## src/rtl/dual_issue_scheduler.sv

```systemverilog
// ---------------------------------------------------------------------------
// dual_issue_scheduler
//
// Instruction queue between fetch and decode, plus the in-order dual-issue
// decision for the execute stage.  The two oldest queue entries are shown to
// an external decoder (d0_inst/d1_inst).  The decoder returns per-slot
// register usage, and this block decides whether 0, 1 or 2 of them move into
// the X0/X1 registers this cycle.
//
// Hazard tracking is a two-stage scoreboard of pending GPR writes (X and WB).
// There is no forwarding, so any enabled source read that hits a valid tag
// stalls.  An instruction issued in cycle n is on x*_inst in n+1, its tags
// sit in WB in n+2, and a consumer can issue in n+3.
//
// Ports
//   clk, reset             clock, synchronous active-high reset
//   fetch_valid/_ready     fetch pair handshake (see below)
//   fetch_data[63:0]       two instructions, [31:0] is the older one
//   flush                  drop every queued (not yet issued) instruction
//   halt                   block issue; fetch keeps filling the queue
//   d0_inst, d1_inst       queue[head], queue[head+1]; 0 if slot empty
//   dN_rd*/dN_wr*          decoder reply: source/destination GPR usage
//   dN_mem                 slot N is a load or store
//   dN_serial              slot N must issue alone into an empty pipe
//   x0/x1_valid, _inst     registered execute-stage slots (inst 0 if empty)
//   issue_count            instructions issued this cycle (0..2)
//   q_count                queue occupancy
//
// Fetch handshake: a pair transfers on any rising edge where fetch_valid and
// fetch_ready are both high.  fetch_ready depends only on reset, flush and
// the current occupancy, never on fetch_valid, and a pair that is not
// accepted is simply not written; the source holds or changes it freely.
// ---------------------------------------------------------------------------
module dual_issue_scheduler #(
  parameter int QDEPTH = 64,
  parameter int QAW    = 6
) (
  input  logic              clk,
  input  logic              reset,
  input  logic              fetch_valid,
  input  logic [63:0]       fetch_data,
  output logic              fetch_ready,
  input  logic              flush,
  input  logic              halt,
  output logic [31:0]       d0_inst,
  output logic [31:0]       d1_inst,
  input  logic              d0_rdA_en,
  input  logic              d0_rdB_en,
  input  logic [4:0]        d0_rdA,
  input  logic [4:0]        d0_rdB,
  input  logic              d0_wrA_en,
  input  logic              d0_wrB_en,
  input  logic [4:0]        d0_wrA,
  input  logic [4:0]        d0_wrB,
  input  logic              d0_mem,
  input  logic              d0_serial,
  input  logic              d1_rdA_en,
  input  logic              d1_rdB_en,
  input  logic [4:0]        d1_rdA,
  input  logic [4:0]        d1_rdB,
  input  logic              d1_wrA_en,
  input  logic              d1_wrB_en,
  input  logic [4:0]        d1_wrA,
  input  logic [4:0]        d1_wrB,
  input  logic              d1_mem,
  input  logic              d1_serial,
  output logic              x0_valid,
  output logic              x1_valid,
  output logic [31:0]       x0_inst,
  output logic [31:0]       x1_inst,
  output logic [1:0]        issue_count,
  output logic [QAW:0]      q_count
);

  // One pending GPR write.  Register 0 is not special here; the decoder is
  // responsible for not enabling writes/reads that do not really happen.
  typedef struct packed {
    logic       v;
    logic [4:0] r;
  } tag_t;

  // A pair fits only while at least two entries are free.
  localparam logic [QAW:0] FILL_LIMIT = (QAW+1)'(QDEPTH - 2);
  localparam logic [QAW:0] TWO_CNT    = (QAW+1)'(2);

  // -------------------------------------------------------------------------
  // State
  // -------------------------------------------------------------------------
  logic [31:0]    queue_q [QDEPTH];
  logic [QAW-1:0] head_q, head_d;
  logic [QAW-1:0] tail_q, tail_d;
  logic [QAW:0]   count_q, count_d;

  logic           x0_valid_q, x0_valid_d;
  logic           x1_valid_q, x1_valid_d;
  logic [31:0]    x0_inst_q, x0_inst_d;
  logic [31:0]    x1_inst_q, x1_inst_d;

  // Tag index: 0 = slot0 A, 1 = slot0 B, 2 = slot1 A, 3 = slot1 B.
  tag_t [3:0]     xtag_q, xtag_d;
  tag_t [3:0]     wbtag_q;

  // -------------------------------------------------------------------------
  // Helpers
  // -------------------------------------------------------------------------
  // Enabled read of r collides with any valid pending write.
  function automatic logic reg_busy(input logic       en,
                                    input logic [4:0] r,
                                    input tag_t [7:0] pend);
    logic hit;
    hit = 1'b0;
    for (int i = 0; i < 8; i++) begin
      if (pend[i].v && (pend[i].r == r)) hit = 1'b1;
    end
    return en && hit;
  endfunction

  // Two enabled register references name the same GPR.
  function automatic logic same_reg(input logic       en_a,
                                    input logic [4:0] a,
                                    input logic       en_b,
                                    input logic [4:0] b);
    return en_a && en_b && (a == b);
  endfunction

  // -------------------------------------------------------------------------
  // Queue view and fetch acceptance
  // -------------------------------------------------------------------------
  logic           slot0_occ, slot1_occ;
  logic [QAW-1:0] head_p1, tail_p1;
  logic           fetch_acc;

  assign slot0_occ   = (count_q != '0);
  assign slot1_occ   = (count_q >= TWO_CNT);
  assign head_p1     = head_q + QAW'(1);
  assign tail_p1     = tail_q + QAW'(1);

  assign d0_inst     = slot0_occ ? queue_q[head_q]  : 32'h0;
  assign d1_inst     = slot1_occ ? queue_q[head_p1] : 32'h0;

  assign fetch_ready = !reset && !flush && (count_q <= FILL_LIMIT);
  assign fetch_acc   = fetch_valid && fetch_ready;

  // -------------------------------------------------------------------------
  // Issue decision
  // -------------------------------------------------------------------------
  tag_t [7:0] pend;
  logic       pend_any;
  logic       pipe_empty;
  logic       hz0, hz1;
  logic       raw01, waw01, mem01;
  logic       issue0, issue1;

  assign pend = {wbtag_q, xtag_q};

  always_comb begin
    pend_any = 1'b0;
    for (int i = 0; i < 8; i++) begin
      if (pend[i].v) pend_any = 1'b1;
    end
  end

  // Serializing instructions need every older instruction gone, including
  // ones that write nothing (those hold x*_valid but no tags).
  assign pipe_empty = !pend_any && !x0_valid_q && !x1_valid_q;

  assign hz0 = reg_busy(d0_rdA_en, d0_rdA, pend) ||
               reg_busy(d0_rdB_en, d0_rdB, pend);
  assign hz1 = reg_busy(d1_rdA_en, d1_rdA, pend) ||
               reg_busy(d1_rdB_en, d1_rdB, pend);

  // Slot1 cannot consume a result slot0 produces this cycle (no forwarding).
  assign raw01 = same_reg(d1_rdA_en, d1_rdA, d0_wrA_en, d0_wrA) ||
                 same_reg(d1_rdA_en, d1_rdA, d0_wrB_en, d0_wrB) ||
                 same_reg(d1_rdB_en, d1_rdB, d0_wrA_en, d0_wrA) ||
                 same_reg(d1_rdB_en, d1_rdB, d0_wrB_en, d0_wrB);

  // Two writes to one GPR in the same cycle would race in WB.
  assign waw01 = same_reg(d1_wrA_en, d1_wrA, d0_wrA_en, d0_wrA) ||
                 same_reg(d1_wrA_en, d1_wrA, d0_wrB_en, d0_wrB) ||
                 same_reg(d1_wrB_en, d1_wrB, d0_wrA_en, d0_wrA) ||
                 same_reg(d1_wrB_en, d1_wrB, d0_wrB_en, d0_wrB);

  // Single data-memory port.
  assign mem01 = d0_mem && d1_mem;

  assign issue0 = !reset && !flush && !halt && slot0_occ && !hz0 &&
                  (!d0_serial || pipe_empty);

  // Strictly in order: slot1 rides only with slot0, and never next to a
  // serializing instruction in either slot.
  assign issue1 = issue0 && slot1_occ && !d0_serial && !d1_serial &&
                  !raw01 && !waw01 && !mem01 && !hz1;

  assign issue_count = {issue1, issue0 && !issue1};

  // -------------------------------------------------------------------------
  // Next state
  // -------------------------------------------------------------------------
  always_comb begin
    head_d  = head_q + QAW'(issue_count);
    tail_d  = fetch_acc ? (tail_q + QAW'(2)) : tail_q;
    count_d = count_q + (fetch_acc ? TWO_CNT : '0) - (QAW+1)'(issue_count);
    if (flush) begin
      head_d  = '0;
      tail_d  = '0;
      count_d = '0;
    end
  end

  // A slot that does not issue becomes a bubble with invalid tags.  The
  // execute stage keeps advancing through a flush; in-flight work completes.
  always_comb begin
    x0_valid_d = issue0;
    x1_valid_d = issue1;
    x0_inst_d  = issue0 ? d0_inst : 32'h0;
    x1_inst_d  = issue1 ? d1_inst : 32'h0;
    xtag_d[0]  = {issue0 && d0_wrA_en, d0_wrA & {5{issue0}}};
    xtag_d[1]  = {issue0 && d0_wrB_en, d0_wrB & {5{issue0}}};
    xtag_d[2]  = {issue1 && d1_wrA_en, d1_wrA & {5{issue1}}};
    xtag_d[3]  = {issue1 && d1_wrB_en, d1_wrB & {5{issue1}}};
  end

  // -------------------------------------------------------------------------
  // Registers
  // -------------------------------------------------------------------------
  always_ff @(posedge clk) begin
    if (reset) begin
      head_q     <= '0;
      tail_q     <= '0;
      count_q    <= '0;
      x0_valid_q <= 1'b0;
      x1_valid_q <= 1'b0;
      x0_inst_q  <= 32'h0;
      x1_inst_q  <= 32'h0;
      xtag_q     <= '0;
      wbtag_q    <= '0;
    end else begin
      head_q     <= head_d;
      tail_q     <= tail_d;
      count_q    <= count_d;
      x0_valid_q <= x0_valid_d;
      x1_valid_q <= x1_valid_d;
      x0_inst_q  <= x0_inst_d;
      x1_inst_q  <= x1_inst_d;
      xtag_q     <= xtag_d;
      // WB tags are dropped after one cycle, when the register write lands.
      wbtag_q    <= xtag_q;
    end
  end

  // Queue storage needs no reset; occupancy decides what is visible.
  // fetch_acc is already low during reset and flush.
  always_ff @(posedge clk) begin
    if (fetch_acc) begin
      queue_q[tail_q]  <= fetch_data[31:0];
      queue_q[tail_p1] <= fetch_data[63:32];
    end
  end

  assign x0_valid = x0_valid_q;
  assign x1_valid = x1_valid_q;
  assign x0_inst  = x0_inst_q;
  assign x1_inst  = x1_inst_q;
  assign q_count  = count_q;

endmodule

```

## config.mk

```make
export PLATFORM = sky130hd
export DESIGN_NAME = dual_issue_scheduler
export DESIGN_NICKNAME = d
export VERILOG_FILES = /design/src/rtl/dual_issue_scheduler.sv
export SDC_FILE = /design/constraint.sdc
export NUM_CORES = 2
export LEC_CHECK = 0
export CAP_MARGIN = 20
export CORE_UTILIZATION = 40
export DETAILED_ROUTE_END_ITERATION = 16
export HOLD_SLACK_MARGIN = 0.06
export PLACE_DENSITY = 0.57
export SETUP_SLACK_MARGIN = 0.4
export SYNTH_ARGS = -nofsm -noshare
export SYNTH_HDL_FRONTEND = slang
export SYNTH_SLANG_ARGS = --single-unit
```

## constraint.sdc

```tcl
create_clock -name clk -period 7.02 [get_ports clk]
set_clock_uncertainty 0.2 [all_clocks]
set_input_delay 1.404 -clock clk [delete_from_list [all_inputs] [get_ports clk]]
set_output_delay 1.404 -clock clk [all_outputs]
set_load 0.02 [all_outputs]
```

Word level (Yosys, flattened, before mapping)
Memories as Yosys holds them, arrays and structs flattened. A register that Yosys moved wholly into a read port is not among the register bits.
Index checks and enable logic that the tools add are counted.

cells by class
  $add $sub $neg = 6
  multiply operators = 0
  divide/modulo/power cells = 0
  magnitude comparators = 2
  equality and inequality tests = 40
  shift operators = 0
  mux-type cells = 46
  bitwise operators = 6
  reductions and logical operators = 101

operators with widths
  cell                   count
  $eq A5 B5 Y1           40
  $logic_and A1 B1 Y1    74
  $mux W32               2
  $mux W1                42
  $and A5 B5 Y5          4
  $logic_not A1 Y1       14
  $add A6 B1 Y6 const B  2
  $logic_or A1 B1 Y1     9
  $add A7 B2 Y7          1
  $ge A7 B2 Y1 const B   1
  $le A7 B6 Y1 const B   1
  $reduce_bool A7 Y1     1
  $sub A7 B2 Y7          1
  $add A6 B2 Y6          1
  $add A6 B2 Y6 const B  1
  $mux W6                1
  $reduce_or A2 Y1       3
  $mux W2                1
  $not A1 Y1             2

storage, ports and cells
  bits in registers = 133
  bits in latches = 0
  memory bits (writable) = 2048
  bits in read-only memories = 0
  word-level logic and storage cells = 225
  memories = 1

memory list
  memory   words  width  read ports  clocked after memory_dff  wr ports  line  text
  queue_q  64     32     2           1                         2         89    logic [31:0] queue_q [QDEPTH];

Logic depth before layout (Yosys ltp)
  word-level depth = 26
  mapped depth = 21
  gate-level depth less buffers = 18

Worst setup path after synthesis
OpenSTA, ideal clock, no wires.

  path type = input to register
  from = input port flush
  to = memory queue_q[30][0] (enable)
  library setup time = 488 ps
  arrival time = 5759 ps
  path slack = 573 ps
  stages = 7
  buffers on the path = 2
  cells stage by stage = or2_2 clkbuf_1 a211oi_1 and2_1 buf_2 nand2_1 nor2_1

RTL lines
  element          line  text
  start, declared  43    input logic flush,
  end, declared    89

Worst setup path after layout
  from = register head_q[0]
  to = output port d1_inst[13]

on the way
  word-level cells in the longest chain between the ends = 3

ends and longest elaborated chain
  element                 line  text
  start, declared         90    logic [QAW-1:0] head_q, head_d;
  start signal, assigned  229   head_q <= '0;
  start signal, assigned  239   head_q <= head_d;
  $add A6 B1 Y6           135   assign head_p1 = head_q + QAW'(1);
  $mem_v2 Z64 W32         -
  $mux W32                139   assign d1_inst = slot1_occ ? queue_q[head_p1] : 32'h0;
  end, declared           46    output logic [31:0] d1_inst,

No other way between the ends.

==> flow_summary_export.csv <==
group,metric,value,unit
grt,first_global_vias,59010,
critical_path,critPathMaxFanout,68,
final_layout,drive_gt1_frac,0.3030,
cts,clock_latency,0.90,ns
sta,finalHoldViolations,0,
critical_path,r2r_start,"head_q[0]$_SDFF_PP0_",
pwr,pwr_density_cell,256.1,nW/um^2
sta,fin_tns_setup,0,ns
sta,worst_slack,0.5091,ns
cts,clkTransAtPathRegs,0.06,ns
hold_path,whs_endpoint,"tail_q[2]$_SDFFE_PP0P_",
final_layout,final_common_cell,"edfxtp_1",
detailed_routing,antenna_left,0,
sta,period_minus_slack,6.511,ns
critical_path,cp_data_arrival_time,4.91,ns
critical_path,slowest_delay,0.74,ns
critical_path,rr_worst_depth,10,
final_layout,syn2layout_area_growth,15.78,%
pwr,vdd_drop_max,283.0,uV
critical_path,slowest_stage,"clkdlybuf4s50_1",
run,max-cap-violations,0,
placement,dp_hpwl,179800,um
sta,tightest_slew,1.201,ns
floorplanning,die_x,505.9,um
synth,ys_ff_latch,2180,
cts,cts.path.max_buffers,3,
sta,max_freq,153.6,MHz
placement,routabilityCongestion,0.8121,
detailed_routing,wl_per_cell,33.91,um
detailed_routing,vias,57480,
critical_path,crit_chain,"nand3_2, xnor2_4, buf_12, buf_4, mux2i_1, a32o_1, o21ai_1, clkdlybuf4s50_1",
sta,maxSlewHeadroom,0.1942,
grt,overflow,0,
cts,cts_made_buffers,227,
sta,rsz0062_at_grt,"true",
synth,syn_area_per_cell,18.85,sq um
detailed_routing,route.detailed.drc,0,
critical_path,cp-end-kind,"primary output",
floorplanning,die_h,505.9,um
synth,yosysUniqueCellTypes,49,
placement,port_buffers,260,
critical_path,path_class,"flip-flop to primary output",
floorplanning,start_util,0.4033,
hold_path,hp-class,"flip-flop to flip-flop",
final_layout,num-fill-cells,21120,
status,status,"finished clean",
synth,yosys_warnings,0,
critical_path,r2r_end,"x1_inst[30]$_SDFF_PP0_",
grt,grtUsageTotal,0.2440,
grt,grt_max_degree,123,
floorplanning,coreArea,251900,sq um
cts,htree_levels,4,
grt,antenna_found_initial,28,
cts,clkSinkCount,2180,
synth,syn-instance-count,5388,
critical_path,cp-start-kind,"flip-flop",
synth,syn_nets,5533,
floorplanning,io_pins,261,
sta,setup_viol,0,
sta,slew_viol_final,0,
final_layout,layout_common_cells,"edfxtp_1 (2048), mux4_2 (1088), nand2_1 (397)",
detailed_routing,first_iter_violations,6055,
cts,cts_hold_buf,0,
synth,synthesis.area,101600,sq um
cts,tritoncts,"done",
hold_path,hold_depth,2,
synth,synth_edf_count,2048,
detailed_routing,firstDrtPassIters,5,
synth,ys.flop_type,"edfxtp_1",
cts,root_buffer,"clkbuf_16",
sta,finalCritPeriodShare,0.9275,
synth,ys_async_sr_fraction,0,
critical_path,rrSetupSlack,2.49,ns
pwr,p_leak,34.98,nW
floorplanning,num_rows,184,
floorplanning,die_area,256000,sq um
critical_path,crit_required,5.42,ns
detailed_routing,via_per_inst,6.220,
synth,seq_area_frac_synth,0.6315,
placement,dp_slack,0.9163,ns
final_layout,nets,5832,
detailed_routing,totalWireLength,313400,um
grt,grt_pass1_wl,446200,um
hold_path,min_from,"tail_q[2]$_SDFFE_PP0P_",
-- state kept, by name (all words and copies together) (netlist names) --
| name | cells |
|---|---|
| head_q | 6 |
| x0_valid | 1 |
| x1_valid | 1 |
| pend | 48 |
| tail_q | 5 |
| q_count | 7 |
| x0_inst | 32 |
| x1_inst | 32 |
| queue_q | 2048 |
-- through the flow --
step,std cells,cell area (sq um),total power (W),util,hold WS (ns)
after floorplan,5388,101600,0.01624,-,0.2945
after global placement,8757,108900,0.01823,0.4324,0.3632
after detailed placement,8779,109400,0.01826,0.4344,0.3700
after CTS,9199,116900,0.03035,0.4641,0.3875
after global routing,9236,117600,0.03096,0.4669,0.4077
final,9242,117600,0.03012,0.4669,0.3911
-- worst max-delay path, delay by kind of cell (launching register included) --
family	cells	cell delay, ns
muxes	1	0.15
DFF	1	0.68
and+or+nand+nor	1	0.31
buffers and inverters	3	1.61
xor gates and xnor gates	1	0.30
AOI/OAI and AO/OA	2	0.79
-- Yosys cell counts (50+ instances only) --
cell type / count / area [sq um]
nand4_1: 51 / 319.1
clkbuf_1: 195 / 732.0
xnor2_1: 50 / 437.9
nor2b_1: 60 / 375.4
nand2_1: 397 / 1490
dfxtp_1: 132 / 2643
edfxtp_1: 2048 / 61500
buf_2: 148 / 740.7
mux4_2: 1088 / 24500
nand3_1: 232 / 1161
nor2_1: 60 / 225.2
xor2_1: 163 / 1428
mux2i_1: 169 / 1692
o21ai_1: 64 / 320.3
-- worst max-delay path by stage --
stage | start | end | depth (start not counted)
after floorplan | flush | queue_q[30][0]$_DFFE_PP_ | 7
final | head_q[0]$_SDFF_PP0_ | d1_inst[13] | 8
after global routing | head_q[0]$_SDFF_PP0_ | d1_inst[23] | 10
after detailed placement | d1_rdB[3] | issue_count[1] | 9
after CTS | head_q[0]$_SDFF_PP0_ | d1_inst[23] | 10
after global placement | d1_rdB[3] | issue_count[1] | 9
-- cell type report --
class / instances / area, sq um / area share
well taps: 3348 / 4189 / 0.03562
diodes: 16 / 40.04 / 0.0003404
inverters: 27 / 102.6 / 0.0008724
multi-input cells: 2741 / 35590 / 0.3026
repair buffers: 510 / 6023 / 0.05122
clock inverters: 146 / 1550 / 0.01318
flip-flops and latches: 2180 / 64160 / 0.5455
clock buffers: 274 / 5949 / 0.05059
-- cells by family after synthesis --
logic type | Yosys count | synth area share
buffers and inverters | 467 | 0.02207
and+or+nand+nor | 983 | 0.04811
xor gates and xnor gates | 214 | 0.01853
adders and majority gates | 24 | 0.003178
muxes | 1281 | 0.2605
AOI/OAI and AO/OA | 239 | 0.01611
DFF | 2180 | 0.6315
-- power breakdown --
group | leakage, nW | internal, W | total (W) | switching, W
clock network | 3.64 | 0.00684 | 0.0121 | 0.00529
logic | 11.9 | 0.00138 | 0.00368 | 0.00230
registers | 19.5 | 0.0143 | 0.0143 | 0.0000655
total | 35.0 | 0.0225 | 0.0301 | 0.00765
-- routing by layer --
metal  global-route usage  vias up  routed length (um)
li1                     -    23100                   -
met1               0.3305    31480              128100
met2               0.4039     2462              153800
met3              0.03986      425               21580
met4              0.07622       12                9812
met5                    0        -                  80
-- what timing repair did --
action	4_1_cts	5_1_grt
gates resized for setup	0	2
setup endpoints to repair	0	3
setup buffers	0	0
(Power assumes the default switching activity.)
